[config.mk]
export PLATFORM = sky130hd
export DESIGN_NAME = rom_port_arbiter
export DESIGN_NICKNAME = d
export VERILOG_FILES = /design/src/rtl/rom_arb_pkg.sv /design/src/rtl/rom_arb_rdret.sv /design/src/rtl/rom_port_arbiter.sv
export SDC_FILE = /design/constraint.sdc
export NUM_CORES = 1
export LEC_CHECK = 0
export ABC_CLOCK_PERIOD_IN_PS = 2400
export CORE_ASPECT_RATIO = 1.4
export CORE_MARGIN = 8
export CORE_UTILIZATION = 36
export DETAILED_ROUTE_END_ITERATION = 12
export PLACE_DENSITY = 0.89
export RECOVER_POWER = 25
export SETUP_SLACK_MARGIN = 0.05
export SYNTH_ARGS = -nofsm -noshare
export SYNTH_HDL_FRONTEND = slang
export SYNTH_SLANG_ARGS = --single-unit
[constraint.sdc]
create_clock -name clk -period 2.4 [get_ports clk]
set_input_delay 0.24 -clock clk [delete_from_list [all_inputs] [get_ports clk]]
set_output_delay 0.24 -clock clk [all_outputs]
set_load 0.01 [all_outputs]
[src/rtl/rom_arb_pkg.sv]
// Shared encodings and default widths for the instruction-ROM port arbiter.
// Shared by rom_port_arbiter and rom_arb_rdret.
package rom_arb_pkg;

    localparam int ARB_ADDR_W = 12;
    localparam int ARB_DATA_W = 32;

    typedef enum logic [1:0] {
        S_BOOT  = 2'd0,
        S_RUN   = 2'd1,
        S_DRAIN = 2'd2
    } arb_state_e;

    typedef enum logic {
        OWN_F = 1'b0,
        OWN_L = 1'b1
    } arb_owner_e;

endpackage

[src/rtl/rom_arb_rdret.sv]
// Read-return path: remembers who owns the read in flight and steers the
// ROM's one-cycle-late data to that requester, holding rdata between reads.
module rom_arb_rdret
    import rom_arb_pkg::*;
#(
    parameter int DATA_W = ARB_DATA_W
) (
    input  logic              clk,
    input  logic              rst,
    input  logic              rd_issue,
    input  arb_owner_e        rd_owner,
    input  logic [DATA_W-1:0] mem_rdata,
    output logic              rd_pending,
    output logic              f_rvalid,
    output logic [DATA_W-1:0] f_rdata,
    output logic              l_rvalid,
    output logic [DATA_W-1:0] l_rdata
);

    logic              pend_q, pend_d;
    arb_owner_e        own_q, own_d;
    logic [DATA_W-1:0] f_rdata_q, f_rdata_d;
    logic [DATA_W-1:0] l_rdata_q, l_rdata_d;

    always_comb begin
        pend_d     = rd_issue;
        own_d      = rd_issue ? rd_owner : own_q;
        rd_pending = pend_q;
        f_rvalid   = pend_q && (own_q == OWN_F);
        l_rvalid   = pend_q && (own_q == OWN_L);
        // Data is live on the return cycle, then held in the per-owner register.
        f_rdata_d  = f_rvalid ? mem_rdata : f_rdata_q;
        l_rdata_d  = l_rvalid ? mem_rdata : l_rdata_q;
        f_rdata    = f_rdata_d;
        l_rdata    = l_rdata_d;
    end

    always_ff @(posedge clk or posedge rst) begin
        if (rst) begin
            pend_q    <= 1'b0;
            own_q     <= OWN_F;
            f_rdata_q <= '0;
            l_rdata_q <= '0;
        end else begin
            pend_q    <= pend_d;
            own_q     <= own_d;
            f_rdata_q <= f_rdata_d;
            l_rdata_q <= l_rdata_d;
        end
    end

endmodule

[src/rtl/rom_port_arbiter.sv]
// Shares the single-port instruction ROM between CPU fetch and the program loader.
// Optional loader anti-starvation (fairness) enabled by defining ARB_FAIR_EN.
//
// Handshake: a requester holds req/addr/wdata stable until gnt; gnt is
// combinational in the request cycle; read data returns one cycle after gnt
// with rvalid high for exactly that cycle.
module rom_port_arbiter
    import rom_arb_pkg::*;
#(
    parameter int ADDR_W     = ARB_ADDR_W,
    parameter int DATA_W     = ARB_DATA_W,
    parameter int STARVE_MAX = 8
) (
    input  logic              clk,
    input  logic              rst,
    input  logic              boot_mode,
    output logic              cpu_hold,
    input  logic              f_req,
    input  logic [ADDR_W-1:0] f_addr,
    output logic              f_gnt,
    output logic              f_rvalid,
    output logic [DATA_W-1:0] f_rdata,
    input  logic              l_req,
    input  logic              l_we,
    input  logic [ADDR_W-1:0] l_addr,
    input  logic [DATA_W-1:0] l_wdata,
    output logic              l_gnt,
    output logic              l_rvalid,
    output logic [DATA_W-1:0] l_rdata,
    output logic              mem_en,
    output logic              mem_we,
    output logic [ADDR_W-1:0] mem_addr,
    output logic [DATA_W-1:0] mem_wdata,
    input  logic [DATA_W-1:0] mem_rdata,
    output logic [1:0]        dbg_state
);

    arb_state_e state_q, state_d;
    logic       cpu_hold_q, cpu_hold_d;
    logic       rd_pending;
    logic       rd_issue;
    arb_owner_e rd_owner;

`ifdef ARB_FAIR_EN
    localparam int STARVE_W = $clog2(STARVE_MAX + 1);
    logic [STARVE_W-1:0] starve_q, starve_d;
    logic                starve_hit;

    assign starve_hit = (starve_q == STARVE_W'(STARVE_MAX));

    always_comb begin
        // Count only fetch grants that made a waiting loader lose; anything else resets.
        starve_d = '0;
        if ((state_q == S_RUN) && l_req && f_gnt && !l_gnt) begin
            starve_d = starve_q + 1'b1;
        end
    end

    always_ff @(posedge clk or posedge rst) begin
        if (rst) begin
            starve_q <= '0;
        end else begin
            starve_q <= starve_d;
        end
    end
`else
    logic unused_starve_max;
    assign unused_starve_max = ^STARVE_MAX;
`endif

    always_comb begin
        f_gnt = 1'b0;
        l_gnt = 1'b0;
        case (state_q)
            S_BOOT: begin
                l_gnt = l_req;
            end
            S_RUN: begin
`ifdef ARB_FAIR_EN
                if (f_req && l_req && starve_hit) begin
                    l_gnt = 1'b1;
                end else begin
                    f_gnt = f_req;
                    l_gnt = l_req && !f_req;
                end
`else
                f_gnt = f_req;
                l_gnt = l_req && !f_req;
`endif
            end
            default: begin
            end
        endcase
    end

    always_comb begin
        mem_en    = f_gnt | l_gnt;
        mem_we    = l_gnt & l_we;
        mem_addr  = '0;
        mem_wdata = '0;
        if (l_gnt) begin
            mem_addr  = l_addr;
            mem_wdata = l_wdata;
        end else if (f_gnt) begin
            mem_addr  = f_addr;
        end
        rd_issue = f_gnt | (l_gnt & ~l_we);
        rd_owner = l_gnt ? OWN_L : OWN_F;
    end

    always_comb begin
        state_d = state_q;
        case (state_q)
            S_BOOT:  if (!boot_mode && !rd_pending) state_d = S_RUN;
            S_RUN:   if (boot_mode) state_d = S_DRAIN;
            S_DRAIN: state_d = S_BOOT;
            default: state_d = S_BOOT;
        endcase
        // Hold drops one edge after S_RUN is entered and rises with the exit edge.
        cpu_hold_d = (state_q != S_RUN) || boot_mode;
    end

    always_ff @(posedge clk or posedge rst) begin
        if (rst) begin
            state_q    <= S_BOOT;
            cpu_hold_q <= 1'b1;
        end else begin
            state_q    <= state_d;
            cpu_hold_q <= cpu_hold_d;
        end
    end

    assign cpu_hold  = cpu_hold_q;
    assign dbg_state = state_q;

    rom_arb_rdret #(
        .DATA_W(DATA_W)
    ) u_rdret (
        .clk       (clk),
        .rst       (rst),
        .rd_issue  (rd_issue),
        .rd_owner  (rd_owner),
        .mem_rdata (mem_rdata),
        .rd_pending(rd_pending),
        .f_rvalid  (f_rvalid),
        .f_rdata   (f_rdata),
        .l_rvalid  (l_rvalid),
        .l_rdata   (l_rdata)
    );

endmodule

# Word-level counts from Yosys, hierarchy flattened
# Cells that the tools add are included.
# Widths: inputs -> output; s select.
word_totals:
  reg_bits: 69
classes:
  n_mux: 11
  bitwise: 6
  n_reduce_logical: 10
  n_eq_ne: 4
op_table:
  columns: ["op", "count"]
  rows:
  - ["$mux 32", 3]
  - ["$mux 12", 2]
  - ["$logic_and 1x1->1", 4]
  - ["$mux 2", 2]
  - ["$ne 2x2->1 const B", 2]
  - ["$pmux 2 s2", 1]
  - ["$logic_not 1->1", 3]
  - ["$and 1x1->1", 2]
  - ["$eq 2x1->1 const B", 1]
  - ["$logic_not 2->1", 1]
  - ["$mux 1", 2]
  - ["$ne 2x1->1 const B", 1]
  - ["$not 1->1", 2]
  - ["$or 1x1->1", 2]
  - ["$pmux 1 s2", 1]
  - ["$reduce_and 2->1", 1]
  - ["$logic_or 1x1->1", 1]

# Depth between registers and ports, before layout
# Gate-level depths: netlist of the first run.
logic_depth:
  depth_word: 5
  depth_mapped: 4

# Modules after synthesis
# From an unflattened synthesis of the first run, not the netlist that was laid out.
unflattened:
  hier_cells: 237
  hier_area_um2: 3199.3
modules_own_cells:
  columns: ["mod", "seq_area_each_um2", "area_per_inst_um2", "instances", "cells_each"]
  rows:
  - ["rom_arb_rdret", 1651.6, 2610.0, 1, 143]
  - ["rom_port_arbiter", 76.3, 589.3, 1, 94]

# Least setup slack after synthesis of the first run
# OpenSTA, ideal clock, no wires.
synth_timing:
  kind: "register -> output"
  from: "reg state_q[0] (netlist: dbg_state[0])"
  to: "out mem_wdata[22]"
  stages_incl_launch_ff: 5
  n_path_buf: 1
  path_slack_ps: 1025
  t_arrival_ps: 1135
  cell_sequence: "dfrtp_1 > and2_1 > nor2_4 > buf_2 > and2_1"
synth_via:
  elab_chain_len: 3
  elab_cells_between_ends: 4
  classes_between: "1 x eq/ne; 2 x mux; 1 x reduce/logical"
synth_rtl:
  columns: ["element", "line", "text"]
  rows:
  - ["from (decl)", "rom_port_arbiter.sv:38", "arb_state_e state_q, state_d;"]
  - ["from (signal assigned)", "rom_port_arbiter.sv:128", "state_q <= state_d;"]
  - ["$eq 2x1->1 / $logic_not 2->1 (equally long branches)", "rom_port_arbiter.sv:74", "case (state_q)"]
  - ["$pmux 1 s2 *", "rom_port_arbiter.sv:74", null]
  - ["via l_gnt", "rom_port_arbiter.sv:27", "output logic l_gnt,"]
  - ["$mux 32 *", "rom_port_arbiter.sv:101", "if (l_gnt) begin"]
  - ["to (decl)", "rom_port_arbiter.sv:33", "output logic [DATA_W-1:0] mem_wdata,"]
# Mark *: on every way through the listed nets, which the timed path passes. The rest lies on a longest branch.

# Worst setup path in the final report of the first run
layout_timing:
  from: "reg u_rdret.pend_q (netlist: u_rdret.rd_pending)"
  to: "out l_rdata[22]"
layout_via:
  elab_chain_len: 2
layout_rtl:
  columns: ["element", "line", "text"]
  rows:
  - ["from (decl)", "rom_arb_rdret.sv:20", "logic pend_q, pend_d;"]
  - ["from (signal assigned)", "rom_arb_rdret.sv:45", "pend_q <= pend_d;"]
  - ["$logic_and 1x1->1", "rom_arb_rdret.sv:30", "l_rvalid = pend_q && (own_q == OWN_L);"]
  - ["$mux 32", "rom_arb_rdret.sv:33", "l_rdata_d = l_rvalid ? mem_rdata : l_rdata_q;"]
  - ["to (decl)", "rom_port_arbiter.sv:29", "output logic [DATA_W-1:0] l_rdata,"]
# No other way between the ends.

==> results of run 1 <==
cell usage after synthesis, drive strengths merged:
master,number,share of area
dfrtp,68,0.54
mux2,64,0.26
and2,34,0.067
nand2,14,0.017
a21oi,13,0.021
buf,12,0.035
nand3,12,0.019
nor2,5,0.0083
inv,4,0.0047
clkbuf,3,0.0043
nand2b,3,0.0059
a211oi,1,0.0024
dfstp,1,0.0083
nor3b,1,0.0024
o22a,1,0.0032
or3,1,0.0020
metrics by stage:
stage	cell area, sq um	total power, W	hold slack [ns]
2_1_floorplan	3170	0.00281	0.307
3_3_place_gp	5390	0.00411	0.475
3_5_place_dp	5390	0.00417	0.479
4_1_cts	5700	0.00558	0.318
5_1_grt	5710	0.00581	0.492
6_report	5710	0.00550	0.491
placed cells by master, fill, tap and decap left out, types with 3 or more instances in the layout:
cell and count:
sky130_fd_sc_hd__nand2_1 12, sky130_fd_sc_hd__nand3_1 12, sky130_fd_sc_hd__dfrtp_1 68, sky130_fd_sc_hd__mux2_2 35
sky130_fd_sc_hd__mux2_4 29, sky130_fd_sc_hd__buf_4 9, sky130_fd_sc_hd__clkdlybuf4s50_1 209, sky130_fd_sc_hd__and2_1 34
sky130_fd_sc_hd__nor2_1 4, sky130_fd_sc_hd__clkbuf_16 9, sky130_fd_sc_hd__inv_1 3, sky130_fd_sc_hd__a21oi_1 13
critical path, cell delays in order, from the launching register on:
cell and delay [ns]:
sky130_fd_sc_hd__dfrtp_1 0.42, sky130_fd_sc_hd__nand2_2 0.10, sky130_fd_sc_hd__buf_4 0.26, sky130_fd_sc_hd__mux2_2 0.39
sky130_fd_sc_hd__clkdlybuf4s50_1 0.51
state kept, by name (all words and copies together), names as in the netlist:
signal / flops
cpu_hold: 1
dbg_state: 2
u_rdret.f_rdata_q: 32
u_rdret.l_rdata_q: 32
u_rdret.own_q: 1
u_rdret.rd_pending: 1
cell type report:
type | instances | area, sq um
clock buffer | 11 | 243
fill | 614 | 2850
sequential | 69 | 1730
multi-input combinational | 149 | 1310
inverter | 4 | 15.0
timing repair buffer | 223 | 2230
clock inverter | 2 | 60.1
tap | 105 | 131
cell families after synthesis:
| logic type | synth area share |
|---|---|
| simple gates | 0.122 |
| flops | 0.546 |
| mux | 0.262 |
| buf+inv | 0.0439 |
| compound gates | 0.0261 |
power by group:
| group | internal [W] | leakage [nW] | switching, W | total, W |
|---|---|---|---|---|
| registers | 0.00160 | 0.806 | 0.000127 | 0.00173 |
| logic | 0.00150 | 1.50 | 0.000911 | 0.00241 |
| clock network | 0.000919 | 0.148 | 0.000440 | 0.00136 |
| total | 0.00402 | 2.45 | 0.00148 | 0.00550 |
routing by layer:
| metal | wire length [microns] | track usage |
|---|---|---|
| met1 | 3650 | 0.176 |
| met2 | 5620 | 0.312 |
| met3 | 1220 | 0.0880 |
| met4 | 345 | 0.0978 |
| met5 | 0 | 0 |
how the worst max path moves through the flow:
stage	cells past startpoint	slack, ns	to	start
finish	4	0.15	l_rdata[22]	u_rdret.rd_pending
global route	5	0.05	mem_wdata[31]	dbg_state[0]
CTS	4	0.08	f_rdata[18]	u_rdret.own_q
detailed placement	5	0.21	mem_addr[0]	f_req
global placement	6	0.28	mem_wdata[30]	f_req
floorplan	1	0.42	dbg_state[0]	rst
what timing repair did:
item | in CTS | in global routing
pin swaps | 0 | 0
resized for setup | 1 | 2
cloned | 0 | 0
buffers inserted | 0 | 3
endpoints found under the hold margin | 0 | 0
setup endpoints to repair | 26 | 23
==> impl_metrics.csv, run 1 <==
group,metric,value,unit
routing,dr_total_vias,2682,
finish,finalCoreUtilization,0.667,
run_status,status,"finished with violations",
sta,hold_viol_final,0,
clocking,hold_buffers,0,
clocking,cts-buffers-inserted,9,
sta,worst_slack,0.153,ns
routing,drt_iter0_drcs,92,
critical_path,cp_max_fo,17,
sta,period_needed,2.25,ns
routing,finalWirelength,10800,microns
routing,first_pass_iters,6,
die,die_ar,12100,sq um
global_routing,grt_start_max_net_pins,70,
yosys,syn_inst,237,
routing,routed_via_density,4.76,
routing,postRouteAntennaNets,0,
yosys,avgSynthCellArea,13.4,sq um
yosys,yosys_warning_total,0,
die,initial_utilization,0.370,
finish,layout.cells.non_filler,563,
hold_path,hold_path_depth,1,
placement,dpl_worst_slack,0.215,ns
clocking,clock_tree.htree_level_count,3,
sta,final.setup_skew,0.00952,ns
sta,timing.slew.headroom,-0.126,
routing,drt-wirelength-per-cell,19.2,microns
placement,dp.cells,547,
placement,globalplace.congestion,0.790,
critical_path,rr_worst_depth,3,
clocking,cts_max_path_bufs,2,
global_routing,grt_pass1_wl,16900,microns
yosys,synth_seq_area_share,0.546,
sta,worst_pin_slew,1.69,ns
finish,post_route_cells_drive_above_1_share,0.207,
critical_path,startpoint_type,"register",
placement,place.port_buffers,210,
global_routing,track_usage,0.184,
die,placeableCoreArea,8560,sq um
yosys,ys_types,23,
yosys,ys_seq_elements,69,
critical_path,reg2reg_to,"u_rdret.l_rdata_q[22]",
critical_path,reg2reg_setup_slack,1.10,ns
power_and_ir_drop,total_leakage_power,2.45,nW
yosys,netlist_area,3170,sq um
die,floorplan.die.width,95.3,microns
run,maxCapViolCount,1,
critical_path,end_kind,"output port",
sta,fmaxAchievable,445,MHz
clocking,cts.clk_slew.worst_paths,0.05,ns
global_routing,global_route.overflow_total,0,
yosys,synth_nets,331,
die,io-pin-count,211,
clocking,cts_tree,"built",
hold_path,worst_hold_path_type,"register to register",
hold_path,min_to,"u_rdret.f_rdata_q[19]",
critical_path,crit-reg2reg-launch,"u_rdret.rd_pending",
clocking,worst_skew_pair.late_latency,0.33,ns
finish,area_delta_synth_final,80.4,%
sta,setup-tns-final,0,ns
sta,count_of_final_max_slew_check_failures,70,
routing,drc_markers,0,
global_routing,grt_pass1_vias,3092,
die,placementRows,40,
die,die_h,127,microns
sta,total_setup_violations_reported_at_the_end_of_the_flow,0,
sta,final.period_utilization,0.936,
run_status,failed_checks,"capacitance limit, slew limit",
critical_path,critical_path_class,"register to output port",
critical_path,worst-endpoint-arrival,2.01,ns
sta,rsz0062_at_grt,"no",
hold_path,holdCritStartpoint,"u_rdret.f_rdata_q[19]",
clocking,clock-sinks,69,
clocking,cts_root_buffer,"sky130_fd_sc_hd__clkbuf_16",
global_routing,antenna_found_initial,0,
finish,antennaDiodeCount,0,
critical_path,crit_required,2.16,ns
finish,final_nets,550,
power_and_ir_drop,power.density,963,nW/um^2
power_and_ir_drop,irDropWorstVdd,0.565,mV
placement,hpwl,8560,microns
(Power assumes the default switching activity.)
==> inputs of run 2 (changes only) <==
- CORE_UTILIZATION: 36 -> 60
- DONT_BUFFER_PORTS: default -> 1
- PLACE_DENSITY: 0.89 -> 0.84
==> run 2 against run 1 <==
The flow now finishes without violations. Final cell count down 44%. Total power down 30%. Count of clock-buffer cells in the layout down 2. Sequential share of layout area up 21 points. Critical path depth down 1. Combinational power down 46%. Critical path type unchanged. Largest cell class is now flip-flops and latches.
==> impl_metrics.csv, run 2 (same netlist as run 1, synthesis figures left out) <==
group,metric,value,unit
placement,placed_cell_area,3190,sq um
clocking,cts.clk_slew.worst_paths,0.07,ns
sta,period_needed,2.21,ns
placement,dp.cells,293,
finish,post_route_cells_drive_above_1_share,0.363,
finish,layout.cells.most_common,"sky130_fd_sc_hd__dfrtp_1",
sta,final.setup_skew,0.00815,ns
critical_path,critical_path_class,"register to output port",
finish,layout.cells.non_filler,318,
finish,area_delta_synth_final,7.35,%
placement,globalplace.congestion,0.736,
die,initial_utilization,0.618,
hold_path,worst_hold_path_type,"input pin to register",
sta,total_setup_violations_reported_at_the_end_of_the_flow,0,
sta,timing.hold.ws,0.0393,ns
routing,drt_iter0_drcs,105,
critical_path,worst-endpoint-arrival,1.97,ns
sta,fmaxAchievable,453,MHz
global_routing,grt_pass1_vias,2106,
placement,place.port_buffers,0,
finish,final_nets,334,
global_routing,grt_pass1_wl,13000,microns
die,placeableCoreArea,5120,sq um
critical_path,startpoint_type,"register",
power_and_ir_drop,irDropWorstVdd,0.532,mV
finish,layout_common_cells,"sky130_fd_sc_hd__dfrtp_1 (68), sky130_fd_sc_hd__mux2_2 (35), sky130_fd_sc_hd__and2_1 (34)",
finish,final_area,3400,sq um
hold_path,hold_path_depth,2,
routing,drc_markers,0,
global_routing,global_route.overflow_total,0,
critical_path,rr_worst_depth,3,
power_and_ir_drop,power.density,1130,nW/um^2
clocking,post_cts.resized_instances,0,
run,maxCapViolCount,0,
clocking,cts_max_path_bufs,2,
global_routing,track_usage,0.223,
power_and_ir_drop,total_leakage_power,1.55,nW
sta,rsz0062_at_grt,"no",
sta,setup-tns-final,0,ns
routing,postRouteAntennaNets,0,
global_routing,antenna_found_initial,11,
critical_path,end_kind,"output port",
sta,worst_pin_slew,1.06,ns
clocking,cts_setup_buffers,0,
clocking,worst_skew_pair.late_latency,0.34,ns
global_routing,grt_start_max_net_pins,43,
clocking,cts_tree,"built",
placement,hpwl,7220,microns
die,floorplan.die.width,77.4,microns
routing,drt-wirelength-per-cell,28.1,microns
routing,dr_total_vias,1884,
die,io-pin-count,211,
critical_path,crit_required,2.16,ns
die,die_h,102,microns
sta,timing.slew.headroom,0.292,
sta,final.period_utilization,0.919,
die,die_ar,7890,sq um
sta,hold_viol_final,0,
clocking,clock-sinks,69,
die,placementRows,31,
routing,first_pass_iters,4,
routing,routed_via_density,5.92,
critical_path,cp_max_fo,34,
sta,count_of_final_max_slew_check_failures,0,
run_status,status,"complete, no violations",
clocking,cts_root_buffer,"sky130_fd_sc_hd__clkbuf_8",
clocking,cts-buffers-inserted,9,
routing,finalWirelength,8930,microns
clocking,clock_tree.htree_level_count,3,
run 2: timing repair:
item | in CTS | in global routing
hold buffers | 2 | 0
endpoints found under the setup margin | 0 | 7
endpoints found under the hold margin | 28 | 0
run 2: layer usage:
metal	vias up	global-route usage	wire length (microns)
li1	816	-	-
met1	904	0.200	2890
met2	144	0.358	4420
met3	14	0.190	1460
met4	6	0.0816	132
met5	-	0	36
run 2: final timing paths:
path                                        from  slack, ns               endpoint
min reg2reg                u_rdret.f_rdata_q[16]       0.52  u_rdret.f_rdata_q[16]
min in group asynchronous                    rst       0.60  u_rdret.f_rdata_q[23]
max in group asynchronous                    rst       1.03   u_rdret.l_rdata_q[1]
max                                 dbg_state[0]       0.19          mem_wdata[20]
min                                        l_req       0.04     u_rdret.rd_pending
max reg2reg                   u_rdret.rd_pending       0.82  u_rdret.l_rdata_q[25]
run 2: layout make-up:
cell class | instances | area, sq um
Fill cell | 364 | 1720
Multi-Input combinational cell | 149 | 1300
Inverter | 4 | 15.0
Sequential cell | 69 | 1730
Clock buffer | 9 | 124
Tap cell | 66 | 82.6
Timing Repair Buffer | 7 | 78.8
Clock inverter | 7 | 51.3
Antenna cell | 7 | 17.5
run 2: critical path, stage by stage (launching register included):
cell and delay, ns:
sky130_fd_sc_hd__dfrtp_1 0.45, sky130_fd_sc_hd__and2_1 0.32, sky130_fd_sc_hd__nor2_4 0.55, sky130_fd_sc_hd__and2_1 0.29
run 2: metrics by stage:
stage | setup WS, ns | util | total power (W)
2_1_floorplan | 0.422 | - | 0.00281
5_1_grt | 0.0503 | 0.663 | 0.00406
3_3_place_gp | 0.598 | 0.623 | 0.00301
3_5_place_dp | 0.520 | 0.623 | 0.00307
4_1_cts | 0.123 | 0.661 | 0.00391
6_report | 0.194 | 0.664 | 0.00385
run 2: report_power, final:
group | switching [W] | total (W) | leakage, nW | internal [W]
registers | 0.000137 | 0.00173 | 0.806 | 0.00160
logic | 0.000746 | 0.00130 | 0.657 | 0.000554
clock network | 0.000444 | 0.000821 | 0.0856 | 0.000377
==> inputs of run 3 (changes only) <==
- CORE_UTILIZATION: 60 -> 36
- DONT_BUFFER_PORTS: 1 -> default
- PLACE_DENSITY: 0.84 -> 0.89
==> results of run 3 <==
Final layout, timing and power as in run 1 (identical DEF).
